**src/rtl/decode_issue_sb.sv**
```systemverilog
// decode_issue_sb: decode output register with a per-register latency
// scoreboard. Operands come from the bypass array, a same-cycle RF write,
// or the RF read ports. The instruction is held at the input until every
// source can be produced.
// Optional feature: define DECODE_STALL_CNT_EN to build the saturating
// hazard-stall counter. Otherwise stall_cycles is tied to zero.
module decode_issue_sb #(
  parameter int NUM_REGS   = 32,
  parameter int DATA_WIDTH = 32,
  parameter int NUM_BYPASS = 3,
  parameter int MAX_LAT    = 7,
  localparam int AW = $clog2(NUM_REGS),
  localparam int LW = $clog2(MAX_LAT + 1)
) (
  input  logic                             clock,
  input  logic                             reset,
  input  logic                             flush,
  input  logic                             in_valid,
  output logic                             in_ready,
  input  logic [31:0]                      in_pc,
  input  logic [AW-1:0]                    in_ra_addr,
  input  logic [AW-1:0]                    in_rb_addr,
  input  logic [AW-1:0]                    in_rd_addr,
  input  logic                             in_wr_en,
  input  logic [LW-1:0]                    in_lat,
  input  logic [DATA_WIDTH-1:0]            rf_ra_data,
  input  logic [DATA_WIDTH-1:0]            rf_rb_data,
  input  logic                             rf_wr_en,
  input  logic [AW-1:0]                    rf_wr_addr,
  input  logic [DATA_WIDTH-1:0]            rf_wr_data,
  input  logic [NUM_BYPASS-1:0]            byp_valid,
  input  logic [NUM_BYPASS*AW-1:0]         byp_addr,
  input  logic [NUM_BYPASS*DATA_WIDTH-1:0] byp_data,
  output logic                             out_valid,
  input  logic                             out_ready,
  output logic [31:0]                      out_pc,
  output logic [DATA_WIDTH-1:0]            out_ra_data,
  output logic [DATA_WIDTH-1:0]            out_rb_data,
  output logic [AW-1:0]                    out_rd_addr,
  output logic                             out_wr_en,
  output logic [31:0]                      stall_cycles
);

  logic [LW-1:0]         out_lat;
  logic [NUM_REGS-1:0]   pending;
  logic [LW-1:0]         cnt [NUM_REGS];
  logic                  haz_a, haz_b;
  logic                  accept, dispatch;
  logic [DATA_WIDTH-1:0] opnd_a, opnd_b;

  // The writer sitting in the output register blocks its consumers even in
  // its dispatch cycle. Its scoreboard entry only becomes visible next cycle.
  function automatic logic src_hazard(input logic [AW-1:0] s);
    logic h, byp_hit;
    byp_hit = 1'b0;
    for (int i = 0; i < NUM_BYPASS; i++)
      if (byp_valid[i] && byp_addr[i*AW +: AW] == s) byp_hit = 1'b1;
    h = out_valid && out_wr_en && (out_rd_addr == s);
    if (pending[s] && cnt[s] != '0) h = 1'b1;
    if (pending[s] && cnt[s] == '0 && !byp_hit && !(rf_wr_en && rf_wr_addr == s)) h = 1'b1;
    if (s == '0) h = 1'b0;
    return h;
  endfunction

  // Priority: r0, then the lowest-index bypass, then the RF write, then the RF read.
  function automatic logic [DATA_WIDTH-1:0] pick_operand(input logic [AW-1:0] s,
                                                         input logic [DATA_WIDTH-1:0] rf_data);
    logic [DATA_WIDTH-1:0] d;
    d = rf_data;
    if (rf_wr_en && rf_wr_addr == s) d = rf_wr_data;
    for (int i = NUM_BYPASS - 1; i >= 0; i--)
      if (byp_valid[i] && byp_addr[i*AW +: AW] == s) d = byp_data[i*DATA_WIDTH +: DATA_WIDTH];
    if (s == '0) d = '0;
    return d;
  endfunction

  // Hazard detection, operand selection and handshake generation.
  always_comb begin
    haz_a    = src_hazard(in_ra_addr);
    haz_b    = src_hazard(in_rb_addr);
    opnd_a   = pick_operand(in_ra_addr, rf_ra_data);
    opnd_b   = pick_operand(in_rb_addr, rf_rb_data);
    in_ready = reset && !flush && !haz_a && !haz_b && (!out_valid || out_ready);
    accept   = in_valid && in_ready;
    dispatch = out_valid && out_ready;
  end

  // Output register: load on accept, empty on dispatch, hold under backpressure.
  always_ff @(posedge clock or negedge reset) begin
    if (!reset) begin
      out_valid   <= 1'b0;
      out_pc      <= '0;
      out_ra_data <= '0;
      out_rb_data <= '0;
      out_rd_addr <= '0;
      out_wr_en   <= 1'b0;
      out_lat     <= '0;
    end else if (flush) begin
      out_valid <= 1'b0;
    end else if (accept) begin
      out_valid   <= 1'b1;
      out_pc      <= in_pc;
      out_ra_data <= opnd_a;
      out_rb_data <= opnd_b;
      out_rd_addr <= in_rd_addr;
      out_wr_en   <= in_wr_en;
      out_lat     <= in_lat;
    end else if (dispatch) begin
      out_valid <= 1'b0;
    end
  end

  // Scoreboard: set on writer dispatch (wins over the RF-write clear), count down, clear on flush.
  always_ff @(posedge clock or negedge reset) begin
    if (!reset) begin
      pending <= '0;
      for (int r = 0; r < NUM_REGS; r++) cnt[r] <= '0;
    end else if (flush) begin
      pending <= '0;
      for (int r = 0; r < NUM_REGS; r++) cnt[r] <= '0;
    end else begin
      for (int r = 1; r < NUM_REGS; r++) begin
        if (dispatch && out_wr_en && out_rd_addr == AW'(r)) begin
          pending[r] <= 1'b1;
          cnt[r]     <= out_lat;
        end else begin
          if (cnt[r] != '0) cnt[r] <= cnt[r] - LW'(1);
          if (rf_wr_en && rf_wr_addr == AW'(r)) pending[r] <= 1'b0;
        end
      end
    end
  end

`ifdef DECODE_STALL_CNT_EN
  logic [31:0] stall_q;

  // Count the cycles lost to operand hazards. The count saturates and only reset clears it.
  always_ff @(posedge clock or negedge reset) begin
    if (!reset)
      stall_q <= '0;
    else if (in_valid && !in_ready && !flush && (haz_a || haz_b) && stall_q != 32'hFFFF_FFFF)
      stall_q <= stall_q + 32'd1;
  end

  assign stall_cycles = stall_q;
`else
  assign stall_cycles = 32'd0;
`endif

endmodule
```
**config.mk**
```make
export PLATFORM = sky130hd
export DESIGN_NAME = decode_issue_sb
export DESIGN_NICKNAME = d
export VERILOG_FILES = /design/src/rtl/decode_issue_sb.sv
export SDC_FILE = /design/constraint.sdc
export NUM_CORES = 1
export LEC_CHECK = 0
export CAP_MARGIN = 40
export CORE_MARGIN = 4
export CORE_UTILIZATION = 46
export DETAILED_ROUTE_END_ITERATION = 7
export GPL_ROUTABILITY_DRIVEN = 1
export PLACE_DENSITY = 0.79
export REMOVE_ABC_BUFFERS = 1
export SETUP_SLACK_MARGIN = 0.1
export SLEW_MARGIN = 25
export SYNTH_ARGS = -nofsm -noshare
export SYNTH_HDL_FRONTEND = slang
export SYNTH_SLANG_ARGS = --single-unit
export TNS_END_PERCENT = 50
```
**constraint.sdc**
```tcl
create_clock -name clock -period 4 [get_ports clock]
set_clock_uncertainty 0.15 [all_clocks]
set_input_delay 1.2 -clock clock [delete_from_list [all_inputs] [get_ports clock]]
set_output_delay 1.2 -clock clock [all_outputs]
set_load 0.01 [all_outputs]
```
==> out/qor.yml, run 1 <==
outcome:
  status: "finished, violations left"
  failed_checks: "design-rule violations, negative setup slack"
placement:
  gp_congestion: 0.984
  placed_cells: 2769
  dp_hpwl_um: 52700
  io_buffers: 375
  pre_cts_slack_ns: -1.61
synth:
  yosysSeqAreaShare: 0.355
  synth_edf_count: 0
  synth-seq-cells: 230
  synth_cell_type_count: 58
  ys.flop_type: "dfrtp_1"
  async_flop_share: 1.00
  synth_area_per_cell_um2: 8.47
  synthCells: 1912
  synth_warnings: 0
  syn_area_um2: 16200
worst_setup_path:
  timing.rr.end: "out_rb_data[10]$_DFFE_PN0P_"
  path_max_fanout: 6
  critPathKind: "in -> out"
  crit_start: "in_rb_addr[1]"
  required_ns: 2.65
  crit_top_cell: "buf_6"
  path_cells: "buf_6 > buf_8 > buf_6 > mux2i_1 > o22ai_1 > or4_4 > nand4_1 > a31oi_4 > nor4_2 > buf_4 > buf_6"
  reg2reg_slack_ns: 0.75
  slowest_delay_ns: 0.54
  timing.rr.start: "pending[15]$_DFFE_PN0P_"
  cp_slowest_cell: "or4_4"
  worstPathArrival_ns: 3.30
  endpoint_kind: "output port"
  start_kind: "input port"
  r2r_cells: 12
  critPathBufInv: 5
  cp_top_family: "simple AND/OR/NAND/NOR gates"
cts:
  clk_pin_slew_ns: 0.06
  cts_tree: "yes"
  cts_sinks: 230
  insertion_delay_ns: 0.55
  cts_buffers: 27
  clockRootBuffer: "clkbuf_16"
  cts_buffer_depth: 3
  htreeDepth: 1
route:
  wl_met1_um: 25700
  initialDrtViolationCount: 2005
  drt-total-wl_um: 73200
  wl_met3_um: 7930
  vias_per_cell: 6.31
  ant_nets: 0
  drc: 1
  wire_per_inst_um: 25.6
  wl_met2_um: 34600
  top_layer: "met5"
  dr.pass1.iters: 8
  vias: 18100
worst_hold_path:
  min_from: "out_pc[11]$_DFFE_PN0P_"
  hold_class: "reg -> reg"
  hold_end: "out_pc[11]$_DFFE_PN0P_"
  min_path_cells: 1
global_route:
  track_usage: 0.361
  grt_max_degree: 171
  grt_antenna_before_repair: 23
  grt_first_pass_wirelength_um: 108000
  grt_overflow: 0
  first_global_vias: 17900
die:
  start_util: 0.468
  core_area_um2: 34600
  io_pins: 408
  rows: 68
  die-area_um2: 38300
  die_w_um: 196
  die_h_um: 196
power_and_ir_drop:
  power_density_nw_per_um2: 517
  p_total_mw: 11.9
  p_leak_nw: 9.67
  irDropWorstVdd_uv: 359
sta:
  fin_crit_ns: 4.65
  finalSetupViolations: 1
  tightest_slew_ns: 1.04
  slew_headroom: 0.307
  rsz0062_at_grt: "yes"
  setup_slack_ns: -0.651
  hold_slack_ns: 0.338
  fmax_mhz: 215
  setup_tns_ns: -0.651
  slew_violations: 0
  period_share: 1.16
  hold_viol_final: 0
finish:
  syn_to_final_growth_pct: 41.8
  final_nets: 2705
  layoutNonFillerInstCount: 2864
  nFillCells: 2757
  drive_above_1_share: 0.183
job:
  drv_cap: 0
==> metrics by stage <==
stage	instance area [um2]	utilization
floorplan	15500	-
global placement	21300	0.616
detailed placement	21300	0.616
CTS	22800	0.659
global route	23000	0.663
finish	23000	0.663
==> where the power goes <==
group	leakage, nW	internal, mW	switching (mW)
clock network	0.493	1.73	1.05
registers	2.90	3.10	0.551
logic	6.28	2.55	2.90
==> worst max-delay path by stage <==
stage / cells after the start / slack (ns) / end
global placement: 11 / -1.58 / in_ready
floorplan: 5 / -4.70 / out_lat[2]$_DFFE_PN0P_
finish: 11 / -0.65 / in_ready
global route: 11 / -0.71 / in_ready
detailed placement: 11 / -1.61 / in_ready
CTS: 11 / -0.53 / in_ready
==> cell families after synthesis <==
logic type / share of synthesized area
compound gates: 0.215
xor+xnor: 0.0270
fa+ha+maj: 0.0479
buf+inv: 0.0816
flops: 0.355
mux: 0.123
other cells: 0.000232
simple gates: 0.150
==> layout by cell type, fill, tap and decap left out, types with 6 or more instances in the layout <==
| master | synthesis | layout |
|---|---|---|
| inv_1 | 130 | 130 |
| nand2b_1 | 16 | 15 |
| nand2_1 | 215 | 214 |
| clkdlybuf4s50_1 | 0 | 344 |
| buf_4 | 37 | 160 |
| mux4_2 | 17 | 17 |
| buf_6 | 4 | 11 |
| dfrtp_1 | 230 | 230 |
| bufinv_16 | 0 | 6 |
| nor3_1 | 60 | 58 |
| a31oi_1 | 97 | 95 |
| nand4_1 | 6 | 6 |
| diode_2 | 0 | 17 |
| o21ai_0 | 42 | 42 |
| a311oi_1 | 31 | 31 |
| nand3_1 | 59 | 54 |
| o211ai_1 | 43 | 43 |
| conb_1 | 1 | 32 |
| nor2_1 | 124 | 121 |
| mux2_2 | 99 | 98 |
| nor2b_1 | 13 | 11 |
| ha_1 | 62 | 62 |
| nor4_1 | 21 | 12 |
| buf_12 | 0 | 18 |
| clkinv_2 | 0 | 6 |
| xnor2_1 | 18 | 18 |
| mux2i_1 | 6 | 6 |
| clkbuf_8 | 0 | 6 |
| xor2_1 | 32 | 30 |
| mux2_1 | 39 | 39 |
| a211oi_1 | 39 | 38 |
| clkbuf_16 | 0 | 27 |
| a21oi_1 | 261 | 259 |
| a31o_2 | 21 | 21 |
| dlygate4sd2_1 | 0 | 22 |
==> routing by layer <==
metal / global-route usage / vias to the layer above
met5: 0 / -
met4: 0.184 / 12
met3: 0.0737 / 333
met2: 0.610 / 1265
met1: 0.438 / 8700
li1: - / 7776
==> synthesized netlist by cell type (4+ instances only) <==
cell type | count | area (um2)
a31oi_1 | 97 | 607
mux2i_1 | 6 | 60.1
a31o_2 | 21 | 184
buf_1 | 10 | 37.5
nand2_1 | 215 | 807
nand3_1 | 59 | 295
mux4_2 | 17 | 383
o211ai_1 | 43 | 323
nand4_1 | 6 | 37.5
mux2_2 | 99 | 1110
clkbuf_1 | 94 | 353
o311ai_0 | 5 | 43.8
nor2_1 | 124 | 465
xor2_1 | 32 | 280
ha_1 | 62 | 776
buf_6 | 4 | 45.0
buf_4 | 37 | 278
a21oi_1 | 261 | 1310
dfrtp_1 | 230 | 5760
o21ai_0 | 42 | 210
mux2_1 | 39 | 439
nor3_1 | 60 | 300
xnor2_1 | 18 | 158
a311oi_1 | 31 | 272
or2_2 | 5 | 31.3
inv_1 | 130 | 488
a211oi_1 | 39 | 293
nor4_1 | 21 | 131
buf_2 | 24 | 120
nand2b_1 | 16 | 100
and3_1 | 6 | 37.5
nor2b_1 | 13 | 81.3
or4_1 | 4 | 30.0
==> timing repair <==
| action | 4_1_cts | 5_1_grt |
|---|---|---|
| buffers inserted | 20 | 3 |
| gates resized for setup | 122 | 6 |
| pin swaps | 33 | 6 |
| cloned | 3 | 0 |
| hold buffers | 0 | 0 |
| setup endpoints to repair | 107 | 19 |
==> final cells by class <==
cell class	instances	area, um2	area share
clock inverters	13	219	0.00954
well taps	455	569	0.0248
repair buffers	568	5540	0.241
inverters	130	488	0.0213
diodes	17	42.5	0.00185
clock buffers	37	773	0.0337
multi-input cells	1414	9580	0.417
flip-flops and latches	230	5760	0.251
==> sequential cells by signal (all words and copies together) (netlist names) <==
| name | flops |
|---|---|
| cnt | 93 |
| out_pc | 32 |
| out_ra_data | 32 |
| out_rb_data | 32 |
| pending | 31 |
| out_rd_addr | 5 |
| out_lat | 3 |
| out_valid | 1 |
| out_wr_en | 1 |
==> worst register-to-register path, cell delays in order, from the launching register on <==
cell and delay (ns):
dfrtp_1 0.40, mux4_2 0.48, nor2_1 0.23, nor4_4 0.09, nor3b_1 0.15, o211ai_1 0.13
o311ai_2 0.18, buf_4 0.18, nor4b_4 0.25, buf_4 0.18, buf_4 0.16, buf_12 0.17
mux2_1 0.38
(Power assumes the default switching activity.)
==> inputs of run 2 (changes only) <==
- CORE_UTILIZATION: 46 -> 51
- PLACE_DENSITY: 0.79 -> 0.83
- clock period: 4 -> 5.3 ns (I/O delays scaled with it)
==> run 2 against run 1 <==
The flow still finishes with violations (design-rule violations, negative setup slack). Register-to-register slack better by 0.94 ns. Flip-flop and latch count stayed put. Hold slack lost 0.0029 ns. Critical path type unchanged. Highest routed layer unchanged.
==> out/qor.yml, run 2 (synthesis results as in run 1) <==
outcome:
  status: "finished, violations left"
  failed_checks: "design-rule violations, negative setup slack"
die:
  die_w_um: 186  # -4.8%
  start_util: 0.523  # +0.0549
  rows: 64  # -5.9%
  core_area_um2: 31000  # -11%
  die_h_um: 186  # -4.8%
  die-area_um2: 34700  # -9.4%
  io_pins: 408  # unchanged
sta:
  rsz0062_at_grt: "yes"
  setup_tns_ns: -0.0749  # +0.576 ns
  tightest_slew_ns: 0.827  # -0.212 ns
  setup_slack_ns: -0.0749  # +0.576 ns
  finalSetupViolations: 1  # unchanged
  fmax_mhz: 186
  hold_viol_final: 0  # unchanged
  slew_violations: 0  # unchanged
  period_share: 1.01
  fin_crit_ns: 5.37
  slew_headroom: 0.444  # +0.137
worst_hold_path:
  min_path_cells: 1  # unchanged
  hold_end: "out_rb_data[10]$_DFFE_PN0P_"
  hold_class: "reg -> reg"
  min_from: "out_rb_data[10]$_DFFE_PN0P_"
finish:
  layout_commonest_cell: "clkdlybuf4s50_1"
  drive_above_1_share: 0.165  # -0.0172
  largest-register: "cnt"
  largest_reg_flops: 93  # unchanged
  layoutNonFillerInstCount: 2761  # -3.6%
  final_cell_mix: "clkdlybuf4s50_1, a21oi_1, dfrtp_1, nand2_1, buf_4"
  syn_to_final_growth_pct: 37.5
  final_nets: 2668  # -1.4%
  post-route-util: 0.719  # +0.0557
worst_setup_path:
  r2r_cells: 12  # unchanged
  start_kind: "input port"
  timing.rr.start: "cnt[66]$_DFFE_PN0P_"
  reg2reg_slack_ns: 1.69  # +0.94 ns
  required_ns: 3.56  # +0.91 ns
  path_max_fanout: 7  # +1
  timing.rr.end: "out_pc[25]$_DFFE_PN0P_"
  endpoint_kind: "output port"
  worstPathArrival_ns: 3.63  # +0.33 ns
  critPathKind: "in -> out"
route:
  wire_per_inst_um: 25.8  # +1.1%
  ant_nets: 0  # unchanged
  dr.pass1.iters: 8  # unchanged
  drt-total-wl_um: 71400  # -2.5%
  initialDrtViolationCount: 2151  # +7.3%
  vias_per_cell: 6.48  # +2.6%
  drc: 3  # +2
  vias: 17900  # -1.1%
placement:
  io_buffers: 375  # unchanged
  dp_hpwl_um: 52100  # -1.2%
  placed_cells: 2670  # -3.6%
  gp_congestion: 1.04  # +5.4%
  pre_cts_slack_ns: -0.988  # +0.623 ns
global_route:
  grt_first_pass_wirelength_um: 105000  # -3.1%
  grt_max_degree: 65  # -62%
  grt_antenna_before_repair: 16  # -30%
  grt_overflow: 0  # unchanged
  track_usage: 0.389  # +0.0279
  first_global_vias: 17700  # -0.91%
job:
  drv_cap: 0  # unchanged
power_and_ir_drop:
  power_density_nw_per_um2: 380  # -27%
  irDropWorstVdd_uv: 272  # -24%
  p_leak_nw: 9.34  # -3.4%
cts:
  cts_buffers: 26  # -3.7%
  cts_tree: "yes"
  cts_sinks: 230  # unchanged
  clockRootBuffer: "clkbuf_16"
  clk_pin_slew_ns: 0.06  # about the same
  hold_buffers: 0  # unchanged
  cts_buffer_depth: 3  # unchanged
  htreeDepth: 1  # unchanged
  insertion_delay_ns: 0.55  # about the same
[run 2: cell types whose count changed in the layout (fill, tap and decap cells not counted), sizes merged, moves of 2 or more]
| cell | before | now |
|---|---|---|
| inv | 131 | 129 |
| clkinvlp | 0 | 4 |
| buf | 199 | 164 |
| diode | 17 | 14 |
| clkbuf | 38 | 41 |
| bufinv | 6 | 1 |
| dlygate4sd2 | 22 | 16 |
[run 2: repair_timing]
action,CTS,global route
endpoints found under the setup margin,1,3
gates cloned,2,0
buffers inserted,27,7
pin swaps,29,15
resized for setup,96,30
[run 2: per-stage QoR]
step,power [mW],cell area (um2),hold WS (ns)
floorplan,4.66,15500,0.348
global placement,6.29,20800,0.316
detailed placement,6.53,20900,0.325
CTS,8.35,22200,0.337
global route,8.91,22300,0.347
finish,8.47,22300,0.335
[run 2: layer usage]
metal  vias up  GRT usage  wire (um)
met2      1303      0.627      32900
li1       7690          -          -
met1      8525      0.478      25000
met5         -          0         38
met4         6      0.214       4990
met3       361      0.102       8440
[run 2: layout make-up]
type / instances / area [um2]
clock inverter: 9 / 91.3
antenna: 14 / 35.0
timing repair buffer: 532 / 5170
tap: 396 / 495
inverter: 130 / 488
fill: 2330 / 8710
sequential: 230 / 5760
clock buffer: 36 / 718
multi-input combinational: 1414 / 9530
[run 2: worst max-delay path by stage]
stage | start | end | slack, ns | depth (start not counted)
after floorplan | in_ra_addr[2] | out_lat[2]$_DFFE_PN0P_ | -3.79 | 5
after global placement | in_rb_addr[0] | in_ready | -1.00 | 9
after detailed placement | in_ra_addr[1] | in_ready | -0.99 | 11
after CTS | in_ra_addr[1] | in_ready | 0.02 | 12
after global routing | in_ra_addr[2] | in_ready | -0.16 | 12
final | in_ra_addr[2] | in_ready | -0.07 | 12
[run 2: worst max-delay path, cell delays in order]
cell      delay [ns]
buf_4           0.12
buf_12          0.14
buf_6           0.11
xor2_1          0.13
nor4_1          0.29
buf_4           0.18
nand3_4         0.07
and2_4          0.18
nand4_1         0.13
o311ai_4        0.14
nor4_4          0.37
buf_6           0.15
[run 2: where the power goes]
group / leakage (nW) / total (mW) / internal (mW) / switching [mW]
Sequential: 2.90 / 2.78 / 2.34 / 0.446
Clock: 0.384 / 1.76 / 0.994 / 0.767
Combinational: 6.05 / 3.93 / 1.80 / 2.13
Total: 9.34 / 8.47 / 5.13 / 3.34
